`config.mk`:
```
export PLATFORM = sky130hd
export DESIGN_NAME = move_ctrl_seq
export DESIGN_NICKNAME = d
export VERILOG_FILES = /design/src/rtl/move_ctrl_pkg.sv /design/src/rtl/move_ctrl_decode.sv /design/src/rtl/move_ctrl_seq.sv
export SDC_FILE = /design/constraint.sdc
export NUM_CORES = 1
export LEC_CHECK = 0
export ABC_AREA = 1
export CELL_PAD_IN_SITES_DETAIL_PLACEMENT = 1
export CELL_PAD_IN_SITES_GLOBAL_PLACEMENT = 1
export CORE_MARGIN = 5
export CORE_UTILIZATION = 20
export DETAILED_ROUTE_END_ITERATION = 16
export GPL_ROUTABILITY_DRIVEN = 0
export PLACE_DENSITY = 0.74
export RECOVER_POWER = 50
export SYNTH_ARGS = -nofsm -noshare
export SYNTH_HDL_FRONTEND = slang
export SYNTH_SLANG_ARGS = --single-unit
```
`constraint.sdc`:
```
create_clock -name clock -period 1.5 [get_ports clock]
set_clock_uncertainty 0.05 [all_clocks]
set_input_delay 0.45 -clock clock [delete_from_list [all_inputs] [get_ports clock]]
set_output_delay 0.45 -clock clock [all_outputs]
set_load 0.02 [all_outputs]
```
`src/rtl/move_ctrl_pkg.sv`:
```
// Shared types and opcode constants for the move-instruction control sequencer.
package move_ctrl_pkg;

  typedef enum logic [2:0] {
    S_IDLE,
    S_T0,
    S_T1,
    S_T2,
    S_T3,
    S_DONE,
    S_ERR
  } state_e;

  localparam logic [4:0] OP_IN   = 5'b10110;
  localparam logic [4:0] OP_OUT  = 5'b10111;
  localparam logic [4:0] OP_MFHI = 5'b11000;
  localparam logic [4:0] OP_MFLO = 5'b11001;
  localparam logic [4:0] OP_MTHI = 5'b11010;
  localparam logic [4:0] OP_MTLO = 5'b11011;

  typedef struct packed {
    logic gra;
    logic rin;
    logic rout;
    logic hio;
    logic loo;
    logic hii;
    logic loi;
    logic ipo;
    logic opi;
  } exec_strb_t;

endpackage

```
`src/rtl/move_ctrl_decode.sv`:
```
// Combinational opcode decode into the execute-step strobe set plus a valid flag.
module move_ctrl_decode
  import move_ctrl_pkg::*;
#(
  parameter int OPCODE_W = 5
) (
  input  logic [OPCODE_W-1:0] opcode_i,
  output exec_strb_t          strb_o,
  output logic                valid_o
);

  always_comb begin
    strb_o  = '0;
    valid_o = 1'b1;
    case (opcode_i)
      OPCODE_W'(OP_MFHI): begin strb_o.hio = 1'b1; strb_o.gra = 1'b1; strb_o.rin  = 1'b1; end
      OPCODE_W'(OP_MFLO): begin strb_o.loo = 1'b1; strb_o.gra = 1'b1; strb_o.rin  = 1'b1; end
      OPCODE_W'(OP_MTHI): begin strb_o.gra = 1'b1; strb_o.rout = 1'b1; strb_o.hii = 1'b1; end
      OPCODE_W'(OP_MTLO): begin strb_o.gra = 1'b1; strb_o.rout = 1'b1; strb_o.loi = 1'b1; end
      OPCODE_W'(OP_IN):   begin strb_o.ipo = 1'b1; strb_o.gra = 1'b1; strb_o.rin  = 1'b1; end
      OPCODE_W'(OP_OUT):  begin strb_o.gra = 1'b1; strb_o.rout = 1'b1; strb_o.opi = 1'b1; end
      default:            valid_o = 1'b0;
    endcase
  end

endmodule

```
`src/rtl/move_ctrl_seq.sv`:
```
// Control-step sequencer (T0-T3) for mfhi/mflo/mthi/mtlo/in/out.
// Optional memory-wait timeout is compiled in with MOVE_CTRL_TIMEOUT_EN.
module move_ctrl_seq
  import move_ctrl_pkg::*;
#(
  parameter int OPCODE_W       = 5,
  parameter bit AUTO_RUN       = 1'b0,
  parameter int TIMEOUT_CYCLES = 16
) (
  input  logic                clock,
  input  logic                clear,
  input  logic                start,
  input  logic [OPCODE_W-1:0] ir_opcode,
  input  logic                mem_ready,
  output logic                pco,
  output logic                mari,
  output logic                pc_inc,
  output logic                mem_read,
  output logic                mdri,
  output logic                mdro,
  output logic                iri,
  output logic                gra,
  output logic                rin,
  output logic                rout,
  output logic                hio,
  output logic                loo,
  output logic                hii,
  output logic                loi,
  output logic                ipo,
  output logic                opi,
  output logic                busy,
  output logic                done,
  output logic                illegal,
  output logic                fault
);

  state_e     state_q, state_d;
  exec_strb_t exec_strb;
  logic       dec_valid;
  logic       tmo_hit;
  logic       err_flt_q;

  move_ctrl_decode #(
    .OPCODE_W (OPCODE_W)
  ) u_decode (
    .opcode_i (ir_opcode),
    .strb_o   (exec_strb),
    .valid_o  (dec_valid)
  );

  always_ff @(posedge clock or negedge clear) begin
    if (!clear) state_q <= S_IDLE;
    else        state_q <= state_d;
  end

`ifdef MOVE_CTRL_TIMEOUT_EN
  localparam int CNT_W = $clog2(TIMEOUT_CYCLES + 1);

  logic [CNT_W-1:0] tmo_cnt_q, tmo_cnt_d;
  logic             err_flt_d;

  // Counter holds the number of T1 cycles already spent; it is zero on T1 entry.
  assign tmo_cnt_d = (state_q == S_T1) ? tmo_cnt_q + 1'b1 : '0;
  assign tmo_hit   = (tmo_cnt_q == CNT_W'(TIMEOUT_CYCLES - 1));
  assign err_flt_d = (state_q == S_T1) && !mem_ready && tmo_hit;

  always_ff @(posedge clock or negedge clear) begin
    if (!clear) begin
      tmo_cnt_q <= '0;
      err_flt_q <= 1'b0;
    end else begin
      tmo_cnt_q <= tmo_cnt_d;
      err_flt_q <= err_flt_d;
    end
  end
`else
  assign tmo_hit   = 1'b0;
  assign err_flt_q = 1'b0;
`endif

  always_comb begin
    state_d  = state_q;
    pco      = 1'b0;
    mari     = 1'b0;
    pc_inc   = 1'b0;
    mem_read = 1'b0;
    mdri     = 1'b0;
    mdro     = 1'b0;
    iri      = 1'b0;
    {gra, rin, rout, hio, loo, hii, loi, ipo, opi} = '0;
    done     = 1'b0;
    illegal  = 1'b0;
    fault    = 1'b0;
    busy     = (state_q != S_IDLE);

    case (state_q)
      S_IDLE: if (start) state_d = S_T0;
      S_T0: begin
        pco     = 1'b1;
        mari    = 1'b1;
        pc_inc  = 1'b1;
        state_d = S_T1;
      end
      S_T1: begin
        mem_read = 1'b1;
        mdri     = mem_ready;
        if (mem_ready)    state_d = S_T2;
        else if (tmo_hit) state_d = S_ERR;
      end
      S_T2: begin
        mdro    = 1'b1;
        iri     = 1'b1;
        state_d = S_T3;
      end
      S_T3: begin
        {gra, rin, rout, hio, loo, hii, loi, ipo, opi} = exec_strb;
        state_d = dec_valid ? S_DONE : S_ERR;
      end
      S_DONE: begin
        done    = 1'b1;
        state_d = AUTO_RUN ? S_T0 : S_IDLE;
      end
      S_ERR: begin
        illegal = !err_flt_q;
        fault   = err_flt_q;
        state_d = S_IDLE;
      end
      default: state_d = S_IDLE;
    endcase
  end

endmodule

```
==> flow_metrics.tcl <==
set metrics [dict create \
    n_fill_cell 223 \
    met3WireLength_microns 133 \
    drt-pass1-iter-count 2 \
    grt_max_degree 7 \
    start_kind "flop" \
    fin_area_sq_um 997.2 \
    yosysWarnings 0 \
    holdCritPathClass "input pin to asynchronous set/reset pin" \
    route.detailed.drc 0 \
    dp_cells 128 \
    dp_hpwl_microns 1362 \
    violations "setup timing" \
    drt_iter0_drc 2 \
    finalHoldViolations 0 \
    placed_cell_area_sq_um 829.5 \
    maxCapViolations 0 \
    postSynth.asyncResetShare_pct 100.0 \
    wl_met2_microns 1022 \
    clock.fmax_mhz 540.8 \
    largest_reg_flops 3 \
    highest_layer "met4" \
    setup_violations 19 \
    cts_tree "built" \
    die_h_microns 53.61 \
    final.setup.tns_ns -5.048 \
    irDropWorstVdd_uv 599.6 \
    fin_nets 121 \
    leakage_nw 0.4961 \
    grt_pass1_vias 615 \
    vias 587 \
    cts.clk_slew.worst_paths_ns 0.04 \
    clock_latency_ns 0.24 \
    synth_most_common_cell "inv_1" \
    start_util_pct 21.56 \
    seq_area_frac_synth_pct 19.74 \
    ys_seq_elements 3 \
    ioPinCount 29 \
    clock_path_buffers 2 \
    htreeDepth 1 \
    regMostFlops "state_q" \
    synth_ff_type "dfrtp_1" \
    core.rowCount 15 \
    diodes 0 \
    cp_max_fo 4 \
    antenna_found_initial 0 \
    yosys-top-cells-count "inv_1, nand2_1, nor2_1" \
    critPathKind "flop to primary output" \
    reg_top3 "state_q: 3 flops" \
    grt_pass1_wl_microns 2704 \
    die-area_sq_mm 0.002874 \
    final.setup.worst_slack_ns -0.3493 \
    post-route-period-util_pct 123.3 \
    cts_root_buf "clkbuf_4" \
    synth.distinct_cells 18 \
    track_usage_pct 13.22 \
    area_growth_pct 162.2 \
    arrival_ns 1.35 \
    synth_top_area_share_pct 19.74 \
    vias_per_cell 4.316 \
    crit_required_ns 1.00 \
    drive_gt1_share_pct 76.58 \
    routed_wl_microns 1720 \
    finalMaxSlewViolations 0 \
    fin_crit_ns 1.849 \
    fp.coreArea_sq_mm 0.001764 \
    synth_top_area_cell "dfrtp_1" \
    met1Wirelength_microns 556 \
    rsz0062_at_grt "true" \
    powerDensity_mw_per_mm2 1437 \
    status "complete, but fails checks" \
    syn_area_per_cell_sq_um 6.038 \
    synth_area_sq_um 380.4 \
    io_buffers 27 \
    synth.area.top_cells "dfrtp_1, inv_1, nand2_1, nor2_1, nand2_2" \
    synth_edf_count 0 \
    fin_cells 136 \
    syn_inst 63 \
    numCtsBuffers 3 \
    cts.sinks 3 \
    die_x_microns 53.61 \
    post_drt_wl_per_cell_microns 12.65 \
    ant_nets 0 \
    syn_nets 72 \
    overflow 0 \
    setup.worst_path.end_class "primary output" \
]
==> worst max-delay path, cell delays in order, from the launching register on <==
cell and delay, ns:
dfrtp_1 0.35, inv_2 0.06, nor3_4 0.25, buf_6 0.16
nand2_2 0.07, inv_1 0.09, buf_6 0.12
==> cell usage in the layout (no fill, tap or decap) <==
cell	Yosys	routed
dfrtp_2	0	1
inv_4	0	1
clkbuf_4	0	3
clkdlybuf4s15_1	0	1
nand3b_1	1	1
inv_1	12	6
dfrtp_1	3	2
nand2_4	0	1
o22ai_2	0	1
nand2_1	11	7
o21ai_0	1	1
nor3_4	1	3
nand3_2	2	3
dlygate4sd3_1	0	1
clkbuf_2	0	1
conb_1	1	1
inv_2	1	5
nor3_2	1	1
buf_2	0	1
nand2_2	5	8
nand4_1	1	1
clkbuf_1	0	1
buf_4	4	21
nor2_4	0	8
nor2_2	2	3
clkdlybuf4s50_1	0	2
nand3_4	0	2
buf_6	0	19
inv_6	0	1
nor2_1	11	2
clkdlybuf4s15_2	0	2
==> cells by family (layout without fill, tap and decap cells) <==
group,Yosys count,in the layout,synth area share [%]
buf+inv,17,65,20.72
other cells,1,1,0.9859
flops,3,3,19.74
simple gates,40,40,55.59
compound gates,2,2,2.960
==> repair_timing <==
action,CTS,global route
hold buffers,0,0
pin swaps,3,5
setup buffers,2,2
gates resized for setup,135,23
setup endpoints to repair,21,20
==> per-stage QoR <==
stage               utilization (%)  setup slack [ns]  hold slack [ns]  power (mW)
floorplan                         -           -0.1014           0.1044      0.6123
detailed placement            47.02            -1.178           0.5962       1.054
global route                  56.52           -0.4320           0.4078       1.537
CTS                           51.63           -0.3584           0.3397       1.268
finish                        56.52           -0.3493           0.4144       1.433
global placement              47.02            -1.102           0.5984       1.012
==> power by group <==
group	leakage, nW	switching, mW	total [mW]	internal (mW)
clock network	0.0150	0.0529	0.153	0.100
registers	0.0365	0.0419	0.163	0.121
logic	0.445	0.582	1.12	0.535
==> final cells by class <==
| type | count | area [sq um] | area share, % |
|---|---|---|---|
| timing repair buffer | 48 | 444.2 | 44.54 |
| multi-input combinational | 43 | 362.8 | 36.39 |
| sequential | 3 | 76.32 | 7.654 |
| inverter | 13 | 56.30 | 5.646 |
| tap | 25 | 31.28 | 3.137 |
| clock buffer | 4 | 26.28 | 2.635 |
==> path summary, 6_finish.rpt <==
path / from / endpoint / slack [ns] / cells after the start
max: state_q[2]$_DFFE_PN0P_ / rout / -0.35 / 6
min: clear / state_q[0]$_DFFE_PN0P_ / 0.41 / 1
max reg2reg: state_q[2]$_DFFE_PN0P_ / state_q[0]$_DFFE_PN0P_ / 0.06 / 10
min reg2reg: state_q[1]$_DFFE_PN0P_ / state_q[2]$_DFFE_PN0P_ / 0.70 / 3
max in group asynchronous: clear / state_q[1]$_DFFE_PN0P_ / 0.82 / 1
min in group clock: state_q[1]$_DFFE_PN0P_ / state_q[2]$_DFFE_PN0P_ / 0.70 / 3
==> per-layer routing <==
| layer | GRT usage (%) | up-vias |
|---|---|---|
| li1 | - | 284 |
| met1 | 11.04 | 280 |
| met2 | 28.98 | 21 |
| met3 | 2.493 | 2 |
| met4 | 5.106 | 0 |
| met5 | 0 | - |
No activity file was read; power rests on OpenSTA's default activity.
==> variant 1: new RTL, same settings <==
Change the parameter `AUTO_RUN` from 1'b0 to 1'b1.
--- a/src/rtl/move_ctrl_seq.sv
+++ b/src/rtl/move_ctrl_seq.sv
@@ -4,7 +4,7 @@
   import move_ctrl_pkg::*;
 #(
   parameter int OPCODE_W       = 5,
-  parameter bit AUTO_RUN       = 1'b0,
+  parameter bit AUTO_RUN       = 1'b1,
   parameter int TIMEOUT_CYCLES = 16
 ) (
   input  logic                clock,
Function: changed (a bounded check fails within 10 cycles, from zero or initial values).
==> variant 1 against the unedited design <==
The flow still finishes with violations (setup timing); design area is 1.1% lower; synthesized cell count decreased by 3.2%; non-clock buffer count up 2; die area fell by 1.1%; power decreased by 0.96%; sequential cell count did not move; routed wire length increased by 7.5%; via count decreased by 0.34%; synthesized area down 1.3%; cell count unchanged; critical path depth decreased by 1; worst setup slack gained 0.043 ns; sequential share of layout area increased by 0.087 points; fmax grew 2.4%; critical path type unchanged.
==> variant 1: results (changes against the unedited design) <==
metric	value	unit	change
dp_cells	130		was 128
synth_adder_area_share	0		unchanged
yosys-top-cells-area	dfrtp_1 20%, nand2_1 13%, inv_1 10%		was dfrtp_1 20%, inv_1 12%, nand2_1 11%
final-setup-viol-count	19		unchanged
swShare	0.476		was 0.472
synth-warning-count	0		unchanged
async_reset_ff_frac	1.00		unchanged
vias	585		was 587
cts-root-buf	clkbuf_4		unchanged
clock_path_buffers	2		unchanged
dr.pass1.iters	4		was 2
dp_slack	-1.16	ns	was -1.18 ns
nets	121		unchanged
leakagePower	0.533	nW	was 0.496 nW
hp-class	input pin to async pin		unchanged
synthDistinctLibCells	19		was 18
worst_slack	-0.307	ns	was -0.349 ns
clock_latency	0.24	ns	about the same
crit_family	simple AND/OR/NAND/NOR gates		was buffers and inverters
routed_wl	1850	µm	was 1720 µm
slowest_delay	0.35	ns	about the same
worstPathArrival	1.31	ns	was 1.35 ns
clk_pin_slew_worst_paths	0.04	ns	about the same
drive_above_1_share	0.793		was 0.766
synthMuxAreaShare	0		unchanged
dpl_cell_area	852	µm²	was 830 µm²
synth_commonest_cells	13 x nand2_1, 10 x inv_1, 10 x nor2_1		was 12 x inv_1, 11 x nand2_1, 11 x nor2_1
ys_seq_area_frac	0.200		was 0.197
reg_top3	state_q (3)		unchanged
grt_max_degree	6		was 7
portBuffers	27		unchanged
dp_hpwl	1280	µm	was 1360 µm
syn-num-nets	70		was 72
synthXorXnorAreaFrac	0		unchanged
grt_pass1_wl	2880	µm	was 2700 µm
ctsHtreeMaxLevel	1		unchanged
n_fill_cell	223		unchanged
grt_pass1_vias	620		was 615
synth_ff_type	dfrtp_1		unchanged
numCtsBuffers	3		unchanged
synth_compound_area_frac	0.0300		was 0.0296
antenna_found_initial	0		unchanged
hold_buffers	0		unchanged
vias_per_cell	4.30		was 4.32
violations	setup timing		unchanged
avgSynthCellArea	6.15	µm²	was 6.04 µm²
drtIter0Drc	3		was 2
drv_slew	0		unchanged
slowest_stage	dfrtp_1		unchanged
ir_drop	0.479	mV	was 0.600 mV
grt_usage	0.146		was 0.132
status	complete, but fails checks		unchanged
n_antenna_cell	0		unchanged
crit_path_max_fanout	5		was 4
[variant 1: changes by cell type in the layout (fill, tap and decap cells not counted), sizes merged]
| cell | before | now |
|---|---|---|
| clkbuf | 5 | 4 |
| clkdlybuf4s15 | 3 | 2 |
| nor3 | 4 | 5 |
| buf | 41 | 45 |
| nor2 | 13 | 11 |
| and3 | 0 | 1 |
| nand2 | 16 | 17 |
| nor4 | 0 | 1 |
| nand3 | 5 | 1 |
[variant 1: cells by family (layout without fill, tap and decap cells)]
family,count (synthesis),after routing
simple gates,38,38
buf+inv,17,67
flops,3,3
compound gates,2,2
other cells,1,1
[variant 1: worst reg2reg max path: stages (launching register included)]
cell	delay, ns
dfrtp_1	0.38
buf_4	0.17
nor2_4	0.14
buf_6	0.11
nand2_2	0.05
buf_4	0.13
o22ai_1	0.12
inv_1	0.06
nand2_1	0.07
inv_1	0.05
[variant 1: cell type report]
| cell class | count | area [µm²] | area share |
|---|---|---|---|
| inverters | 13 | 53.8 | 0.0546 |
| repair buffers | 50 | 439 | 0.445 |
| multi-input cells | 41 | 359 | 0.364 |
| clock buffers | 4 | 26.3 | 0.0266 |
| flip-flops and latches | 3 | 76.3 | 0.0774 |
| well taps | 25 | 31.3 | 0.0317 |
[variant 1: timing repair]
item,in CTS,in global routing
setup endpoints to repair,21,19
gates resized for setup,150,6
pin swaps,12,6
buffers inserted,2,0
[variant 1: power groups by stage]
stage | Sequential (mW) | Combinational (mW) | Clock [mW]
floorplan | 0.181 | 0.434 | 0
global placement | 0.153 | 0.878 | 0
detailed placement | 0.158 | 0.902 | 0
CTS | 0.160 | 1.06 | 0.151
global route | 0.163 | 1.20 | 0.158
finish | 0.159 | 1.11 | 0.148
[variant 1: final timing paths]
path                       depth (start not counted)  slack [ns]         end       start
max                                                5       -0.31         hii  state_q[2]
min                                                1        0.42  state_q[0]       clear
max reg2reg                                        9        0.07  state_q[0]  state_q[2]
min reg2reg                                        2        0.61  state_q[2]  state_q[2]
max in group asynchronous                          1        0.80  state_q[1]       clear
min in group clock                                 2        0.61  state_q[2]  state_q[2]
[variant 1: through the flow]
stage          setup TNS [ns]  hold WS (ns)
6_report                -4.47         0.421
5_1_grt                 -5.63         0.428
4_1_cts                 -4.63         0.352
3_5_place_dp           -14.67         0.581
3_3_place_gp           -14.02         0.551
2_1_floorplan          -0.510         0.104
[variant 1: layer usage]
metal  vias up  part of all wire  GRT usage  routed length [µm]
met2        20              0.61      0.306                1120
met5         -                 0          0                   0
met1       279              0.33      0.131                 618
met3         4             0.045     0.0225                  83
li1        282                 -          -                   -
met4         0             0.013     0.0638                  24
==> variant 2: new RTL, config.mk and constraints unchanged <==
Made on the original files. Re-encode `state_e` (7 states) as Gray code, 3 bits wide.
--- a/src/rtl/move_ctrl_pkg.sv
+++ b/src/rtl/move_ctrl_pkg.sv
@@ -2,13 +2,13 @@
 package move_ctrl_pkg;
 
   typedef enum logic [2:0] {
-    S_IDLE,
-    S_T0,
-    S_T1,
-    S_T2,
-    S_T3,
-    S_DONE,
-    S_ERR
+    S_IDLE = 3'b000,
+    S_T0   = 3'b001,
+    S_T1   = 3'b011,
+    S_T2   = 3'b010,
+    S_T3   = 3'b110,
+    S_DONE = 3'b111,
+    S_ERR  = 3'b101
   } state_e;
 
   localparam logic [4:0] OP_IN   = 5'b10110;
Formal check against the unedited RTL: same outputs for any inputs over 10 cycles, from zero or initial values; not proved beyond that.
==> variant 2 against the unedited design <==
The run still ends with setup timing left; design area decreased by 17%; sequential cell count unchanged; routed wire length down 23%; worst setup slack gained 0.065 ns; register-to-register slack improved by 0.21 ns; worst hold slack better by 0.0014 ns; synthesized area fell by 7.6%; power is 12% lower; critical path type is now input pin to primary output; largest cell class unchanged; largest power group unchanged.
==> variant 2: results (changes against the unedited design) <==
metric	value	unit	change
wl_met2	748	µm	was 1020 µm
crit_path_max_fanout	3		was 4
leakagePower	0.450	nW	was 0.496 nW
slowest_stage	clkdlybuf4s15_1		was dfrtp_1
crit_family	simple AND/OR/NAND/NOR gates		was buffers and inverters
numCtsBuffers	3		unchanged
slowest_delay	0.19	ns	was 0.35 ns
synth_ff_type	dfrtp_1		unchanged
ctsHtreeMaxLevel	1		unchanged
portBuffers	27		unchanged
clock_path_buffers	2		unchanged
syn-num-nets	67		was 72
synthDistinctLibCells	16		was 18
clk_pin_slew_worst_paths	0.04	ns	about the same
routed_wl	1320	µm	was 1720 µm
grt_pass1_wl	2280	µm	was 2700 µm
antenna_found_initial	0		unchanged
use_met3	0.0430		was 0.0249
top_layer	met4		unchanged
fin_tns_setup	-4.14	ns	was -5.05 ns
ir_drop	0.449	mV	was 0.600 mV
worstPathArrival	1.28	ns	was 1.35 ns
drive_above_1_share	0.683		was 0.766
synth-warning-count	0		unchanged
yosys-top-cells-area	dfrtp_1 21%, inv_1 12%, nor2_1 12%		was dfrtp_1 20%, inv_1 12%, nand2_1 11%
final-setup-viol-count	19		unchanged
status	complete, but fails checks		unchanged
dr.pass1.iters	2		unchanged
drtIter0Drc	1		was 2
grt_use_met2	0.213		was 0.290
grt_pass1_vias	587		was 615
ys_seq_area_frac	0.214		was 0.197
n_antenna_cell	0		unchanged
synth_commonest_cells	11 x inv_1, 11 x nor2_1, 10 x nand2_1		was 12 x inv_1, 11 x nand2_1, 11 x nor2_1
wl_met1	395	µm	was 556 µm
worst_slack	-0.284	ns	was -0.349 ns
nets	111		was 121
grt_usage	0.113		was 0.132
grt_util_met1	0.0995		was 0.110
reg_top3	state_q (3)		unchanged
grt_max_degree	7		unchanged
clock_latency	0.24	ns	about the same
hp-class	input pin to async pin		unchanged
wl_met3	153	µm	was 133 µm
vias_per_cell	4.02		was 4.32
violations	setup timing		unchanged
cts-root-buf	clkbuf_4		unchanged
dp_slack	-1.11	ns	was -1.18 ns
async_reset_ff_frac	1.00		unchanged
dp_hpwl	995	µm	was 1360 µm
variant 2: through the flow:
stage          cell area, µm²  cells
2_1_floorplan             384     58
5_1_grt                   831    126
3_3_place_gp              753    119
6_report                  831    126
4_1_cts                   810    126
3_5_place_dp              753    119
variant 2: worst register-to-register path, delay by kind of cell, from the launching register on:
family,cells,cell delay [ns]
buf+inv,3,0.39
simple gates,2,0.23
flops,1,0.39
compound gates,1,0.08
variant 2: repair_timing:
item / in CTS / in global routing
hold endpoints to repair: 0 / 0
pin swaps: 7 / 3
hold buffers: 0 / 0
setup buffers: 3 / 1
setup endpoints to repair: 20 / 19
resized for setup: 123 / 11
variant 2: logic make-up after synthesis:
kind of cell / after synthesis / synth area share
other cells: 1 / 0.0107
compound gates: 1 / 0.0142
flops: 3 / 0.214
buf+inv: 18 / 0.235
simple gates: 35 / 0.527
variant 2: final timing paths:
path | from | endpoint | slack [ns] | cells past startpoint
min in group clock | state_q[0] | state_q[1] | 0.46 | 2
worst max-delay path | ir_opcode[0] | gra | -0.28 | 9
worst min register to register | state_q[0] | state_q[1] | 0.46 | 2
worst max register to register | state_q[2] | state_q[0] | 0.27 | 6
max in group asynchronous | clear | state_q[1] | 0.82 | 1
worst min-delay path | clear | state_q[2] | 0.42 | 1
variant 2: report_power, final:
part,internal [mW],switching [mW]
logic,0.416,0.532
registers,0.125,0.0442
clock network,0.100,0.0502
total,0.641,0.626
variant 2: final cells by class:
cell class | count | area, µm²
inverters | 14 | 52.6
repair buffers | 43 | 357
multi-input cells | 37 | 288
flip-flops and latches | 3 | 76.3
well taps | 25 | 31.3
clock buffers | 4 | 26.3
fillers | 217 | 877
